==> src/rtl/sound_arbiter.sv <==
// rtl/sound_arbiter.sv - shares the single note player among N_REQ requesters.
// Define SOUND_ARB_RR_EN for round-robin selection; otherwise lowest index wins.
module sound_arbiter #(
    parameter int N_REQ   = 3,
    parameter int OCT_W   = 3,
    parameter int NOTE_W  = 3,
    parameter int LEN_W   = 3,
    parameter int TIMEOUT = 200_000_000,
    parameter int TO_W    = 28
) (
    input  logic                      clk,
    input  logic                      rst,
    input  logic [N_REQ-1:0]          req,
    input  logic [N_REQ*OCT_W-1:0]    req_octave,
    input  logic [N_REQ*NOTE_W-1:0]   req_note,
    input  logic [N_REQ*LEN_W-1:0]    req_length,
    input  logic                      snd_over,
    output logic [N_REQ-1:0]          grant,
    output logic [N_REQ-1:0]          done,
    output logic                      abort,
    output logic                      snd_start,
    output logic [OCT_W-1:0]          snd_octave,
    output logic [NOTE_W-1:0]         snd_note,
    output logic [LEN_W-1:0]          snd_length,
    output logic                      busy
);

    localparam int IDX_W = (N_REQ > 1) ? $clog2(N_REQ) : 1;
    localparam logic [TO_W-1:0] WD_LAST = TO_W'(TIMEOUT - 1);

    typedef enum logic [2:0] {
        S_IDLE,
        S_LAUNCH,
        S_WAIT_ACK,
        S_PLAY,
        S_FINISH
    } state_t;

    state_t              state_q, state_d;
    logic [N_REQ-1:0]    grant_q, grant_d;
    logic [OCT_W-1:0]    oct_q, oct_d;
    logic [NOTE_W-1:0]   note_q, note_d;
    logic [LEN_W-1:0]    len_q, len_d;
    logic [TO_W-1:0]     wd_q, wd_d, wd_inc;
    logic                abort_q, abort_d;
    logic [IDX_W-1:0]    win_idx;
    logic                expired;

`ifdef SOUND_ARB_RR_EN
    logic [IDX_W-1:0] ptr_q, ptr_d;
    logic [IDX_W-1:0] own_idx;

    // Scan from ptr_q upward with wrap; descending loop lets the nearest hit win.
    always_comb begin
        int               idx;
        logic [IDX_W-1:0] sel;
        idx     = 0;
        sel     = '0;
        win_idx = '0;
        for (int i = N_REQ - 1; i >= 0; i--) begin
            idx = int'(ptr_q) + i;
            if (idx >= N_REQ) idx = idx - N_REQ;
            sel = IDX_W'(idx);
            if (req[sel]) win_idx = sel;
        end
    end

    always_comb begin
        own_idx = '0;
        for (int i = 0; i < N_REQ; i++) begin
            if (grant_q[i]) own_idx = IDX_W'(i);
        end
    end

    always_comb begin
        ptr_d = ptr_q;
        if (state_q == S_FINISH) begin
            ptr_d = (own_idx == IDX_W'(N_REQ - 1)) ? '0 : own_idx + IDX_W'(1);
        end
    end

    always_ff @(posedge clk or posedge rst) begin
        if (rst) ptr_q <= '0;
        else     ptr_q <= ptr_d;
    end
`else
    always_comb begin
        win_idx = '0;
        for (int i = N_REQ - 1; i >= 0; i--) begin
            if (req[i]) win_idx = IDX_W'(i);
        end
    end
`endif

    assign wd_inc  = (wd_q == '1) ? wd_q : wd_q + TO_W'(1);
    assign expired = (wd_q >= WD_LAST);

    always_comb begin
        state_d = state_q;
        grant_d = grant_q;
        oct_d   = oct_q;
        note_d  = note_q;
        len_d   = len_q;
        wd_d    = wd_q;
        abort_d = abort_q;
        case (state_q)
            S_IDLE: begin
                if (|req) begin
                    grant_d = N_REQ'(1) << win_idx;
                    for (int i = 0; i < N_REQ; i++) begin
                        if (win_idx == IDX_W'(i)) begin
                            oct_d  = req_octave[i*OCT_W +: OCT_W];
                            note_d = req_note[i*NOTE_W +: NOTE_W];
                            len_d  = req_length[i*LEN_W +: LEN_W];
                        end
                    end
                    wd_d    = '0;
                    abort_d = 1'b0;
                    state_d = S_LAUNCH;
                end
            end
            S_LAUNCH: state_d = S_WAIT_ACK;
            // An over already low here (player busy elsewhere) counts as the ack.
            S_WAIT_ACK: begin
                wd_d = wd_inc;
                if (expired) begin
                    abort_d = 1'b1;
                    state_d = S_FINISH;
                end else if (!snd_over) begin
                    state_d = S_PLAY;
                end
            end
            S_PLAY: begin
                wd_d = wd_inc;
                if (expired) begin
                    abort_d = 1'b1;
                    state_d = S_FINISH;
                end else if (snd_over) begin
                    state_d = S_FINISH;
                end
            end
            S_FINISH: begin
                grant_d = '0;
                abort_d = 1'b0;
                state_d = S_IDLE;
            end
            default: state_d = S_IDLE;
        endcase
    end

    always_ff @(posedge clk or posedge rst) begin
        if (rst) begin
            state_q <= S_IDLE;
            grant_q <= '0;
            oct_q   <= '0;
            note_q  <= '0;
            len_q   <= '0;
            wd_q    <= '0;
            abort_q <= 1'b0;
        end else begin
            state_q <= state_d;
            grant_q <= grant_d;
            oct_q   <= oct_d;
            note_q  <= note_d;
            len_q   <= len_d;
            wd_q    <= wd_d;
            abort_q <= abort_d;
        end
    end

    // snd_* keep the last note after FINISH so Light can keep showing it.
    assign grant      = grant_q;
    assign snd_octave = oct_q;
    assign snd_note   = note_q;
    assign snd_length = len_q;
    assign busy       = (state_q != S_IDLE);
    assign snd_start  = (state_q == S_LAUNCH);
    assign done       = (state_q == S_FINISH) ? grant_q : '0;
    assign abort      = (state_q == S_FINISH) && abort_q;

endmodule

==> config.mk <==
export PLATFORM = sky130hd
export DESIGN_NAME = sound_arbiter
export DESIGN_NICKNAME = d
export VERILOG_FILES = /design/src/rtl/sound_arbiter.sv
export SDC_FILE = /design/constraint.sdc
export NUM_CORES = 1
export LEC_CHECK = 0
export ABC_AREA = 1
export CORE_MARGIN = 2
export CORE_UTILIZATION = 50
export CTS_BUF_LIST = sky130_fd_sc_hd__clkbuf_2 sky130_fd_sc_hd__clkbuf_4 sky130_fd_sc_hd__clkbuf_8
export CTS_CLUSTER_SIZE = 25
export DETAILED_ROUTE_END_ITERATION = 10
export HOLD_SLACK_MARGIN = 0.08
export PLACE_DENSITY_LB_ADDON = 0.1
export SETUP_SLACK_MARGIN = 0.2
export SYNTH_ARGS = -nofsm -noshare
export SYNTH_HDL_FRONTEND = slang
export SYNTH_SLANG_ARGS = --single-unit
==> constraint.sdc <==
create_clock -name clk -period 1.7 [get_ports clk]
set_input_delay 0.17 -clock clk [delete_from_list [all_inputs] [get_ports clk]]
set_output_delay 0.17 -clock clk [all_outputs]
set_load 0.01 [all_outputs]
==> out/metrics.yaml <==
rows: 27
grt_pass1_vias: 3063
cpMaxStageDelayCell: "dfrtp_1"
synth-async-reset-ratio: 1.00
nets: 551
syn_avg_cell_area_um2: 7.02
critPathBufInv: 3
grt_pass1_wl_um: 14000
path_class: "flip-flop to flip-flop"
syn_nets: 452
insertedDiodeCount: 0
synth_flop_cell: "dfrtp_1"
via_count: 3177
critical_path_required_ns: 1.89
gp_congestion: 0.923
io_buffers: 50
post-route-min-period_ns: 1.61
wirelength_um: 8730
start_util: 0.527
ys_warn_count: 0
postRouteAntennaNets: 0
clk_path_buf_depth: 2
ir_worst_vdd_uv: 801
tightest_slew_ns: 0.359
track_usage: 0.278
worstPathArrival_ns: 1.80
dr.pass1.iters: 5
synth_edf_count: 0
insertion_delay_ns: 0.30
drc: 0
fill_cells: 410
clk_pin_slew_ns: 0.09
antenna_found_initial: 0
outcome: "finished clean"
cap_violations: 0
setup-violations-final: 0
crit_path_end_kind: "flip-flop"
die_h_um: 80.6
synth_cells: 418
hpwl_um: 6220
rr_worst_depth: 11
rsz0062_at_grt: "true"
setup.worst_path.start: "wd_q[9]"
io_pins: 51
cts-root-buf: "clkbuf_8"
power_mw: 5.33
cp-start-kind: "flip-flop"
syn_to_final_growth_pct: 43.9
die_w_um: 80.6
ys_ff_latch: 44
relSlewSlack: 0.759
timing.hold.ws_ns: 0.207
viasPerCell: 5.38
yosysTopAreaCellShare: 0.375
grt_max_degree: 45
core_um2: 5570
h-tree-depth: 2
netlist_top_cells_area: "dfrtp_1 (38%), nand2_1 (15%), inv_1 (5.9%)"
grt_overflow: 0
drive_above_1_share: 0.301
finClkSkew_ns: 0.00977
clock-sinks: 44
final_cell_mix: "nand2_1 (109), buf_4 (46), clkdlybuf4s50_1 (44)"
drv_slew: 0
critPathMaxFanout: 9
final-hold-violation-count: 0
cts_tree: "built"
cp_cell_sequence: "buf_4 -> nand4_1 -> inv_1 -> nand2_2 -> nor2_4 -> nand2_2 -> nand2_4 -> nor2_4 -> buf_12 -> o211ai_1 -> nand2_1"
numCtsBuffers: 5
cp_top_family: "simple AND/OR/NAND/NOR gates"
r2r-end: "snd_note[2]"
cpPeakStageDelay_ns: 0.37
reg2reg_from: "wd_q[9]"
ys_seq_area_frac: 0.375
powerDensity_nw_per_um2: 1260
yosys.area.top_type: "dfrtp_1"
avgRoutedWirePerCell_um: 14.8
die_area_um2: 6500
worst-r2r-setup-slack_ns: 0.09
drt_iter0_drc: 246
leakage_nw: 1.89
max_freq_mhz: 620
final_common_cell: "nand2_1"
synth_area_um2: 2940
yosysUniqueCellTypes: 29
fin_crit_sh: 0.948
hold_path_class: "input pin to async pin"
==> sequential cells by signal (all words and copies together), names as in the netlist <==
register	count
wd_q	28
grant	3
snd_length	3
snd_note	3
snd_octave	3
state_q	3
abort_q	1
==> worst max path at each step <==
stage / endpoint / slack (ns) / cells past startpoint
after detailed placement: wd_q[15] / 0.02 / 10
after CTS: wd_q[5] / 0.13 / 11
final: snd_note[2] / 0.09 / 11
after global placement: wd_q[25] / 0.08 / 10
after global routing: snd_note[2] / -0.004 / 11
after floorplan: wd_q[10] / 0.05 / 11
==> worst reg2reg max path: stages (launching register included) <==
cell and delay [ns]:
dfrtp_1 0.37, buf_4 0.14, nand4_1 0.12, inv_1 0.14
nand2_2 0.10, nor2_4 0.11, nand2_2 0.07, nand2_4 0.11
nor2_4 0.06, buf_12 0.14, o211ai_1 0.07, nand2_1 0.07
==> synthesized netlist by cell type, types with 2 or more instances <==
cell and n:
nand4_1 17, a21o_1 2, o21ai_2 11, a21oi_1 2
clkbuf_1 5, o211ai_1 3, nand2_2 10, xor2_1 9
nand3_1 34, inv_1 46, nor2_4 3, buf_6 4
nor3_1 14, nor2_1 46, o22ai_2 5, buf_2 2
inv_2 5, o21ai_0 22, nor2_2 5, nand2_1 121
dfrtp_1 44
==> through the flow <==
step           setup WS [ns]  area (um2)   TNS, ns   util  instances
3_3_place_gp          0.0810        3760         0  0.675        563
2_1_floorplan         0.0489        2940         0      -        418
6_report              0.0876        4230         0  0.758        590
5_1_grt             -0.00390        4230  -0.00589  0.758        590
3_5_place_dp          0.0161        3760         0  0.675        563
4_1_cts                0.133        4100         0  0.736        582
==> cell families (layout without fill, tap and decap cells) <==
kind of cell | after synthesis | count (layout) | synth area share
and+or+nand+nor | 252 | 252 | 0.381
adders and majority gates | 1 | 1 | 0.00426
AOI/OAI and AO/OA | 48 | 48 | 0.118
xor gates and xnor gates | 10 | 10 | 0.0298
buffers and inverters | 63 | 163 | 0.0916
DFF | 44 | 44 | 0.375
==> final cells by class <==
class                      count  area (um2)  share of cell area
multi-input combinational    311        1770               0.418
inverter                      52         203              0.0480
sequential                    44        1100               0.261
tap                           72        90.1              0.0213
clock inverter                 3        42.5              0.0101
timing repair buffer         103         951               0.225
clock buffer                   5        68.8              0.0163
==> layer usage <==
metal	track usage	routed length, um
met1	0.335	3540
met3	0.0562	585
met4	0.122	379
met5	0	0
met2	0.478	4230
==> where the power goes <==
group	total (mW)	switching [mW]	internal (mW)
Clock	0.829	0.394	0.435
Combinational	3.04	1.60	1.44
Sequential	1.47	0.184	1.28
Total	5.33	2.17	3.16
==> what timing repair did <==
action,in CTS,in global routing
gates resized for setup,51,39
setup buffers,10,8
gates cloned,1,0
pin swaps,13,17
endpoints found under the setup margin,50,50
hold buffers,0,0
Note: power is estimated with default switching activity, not from simulation.
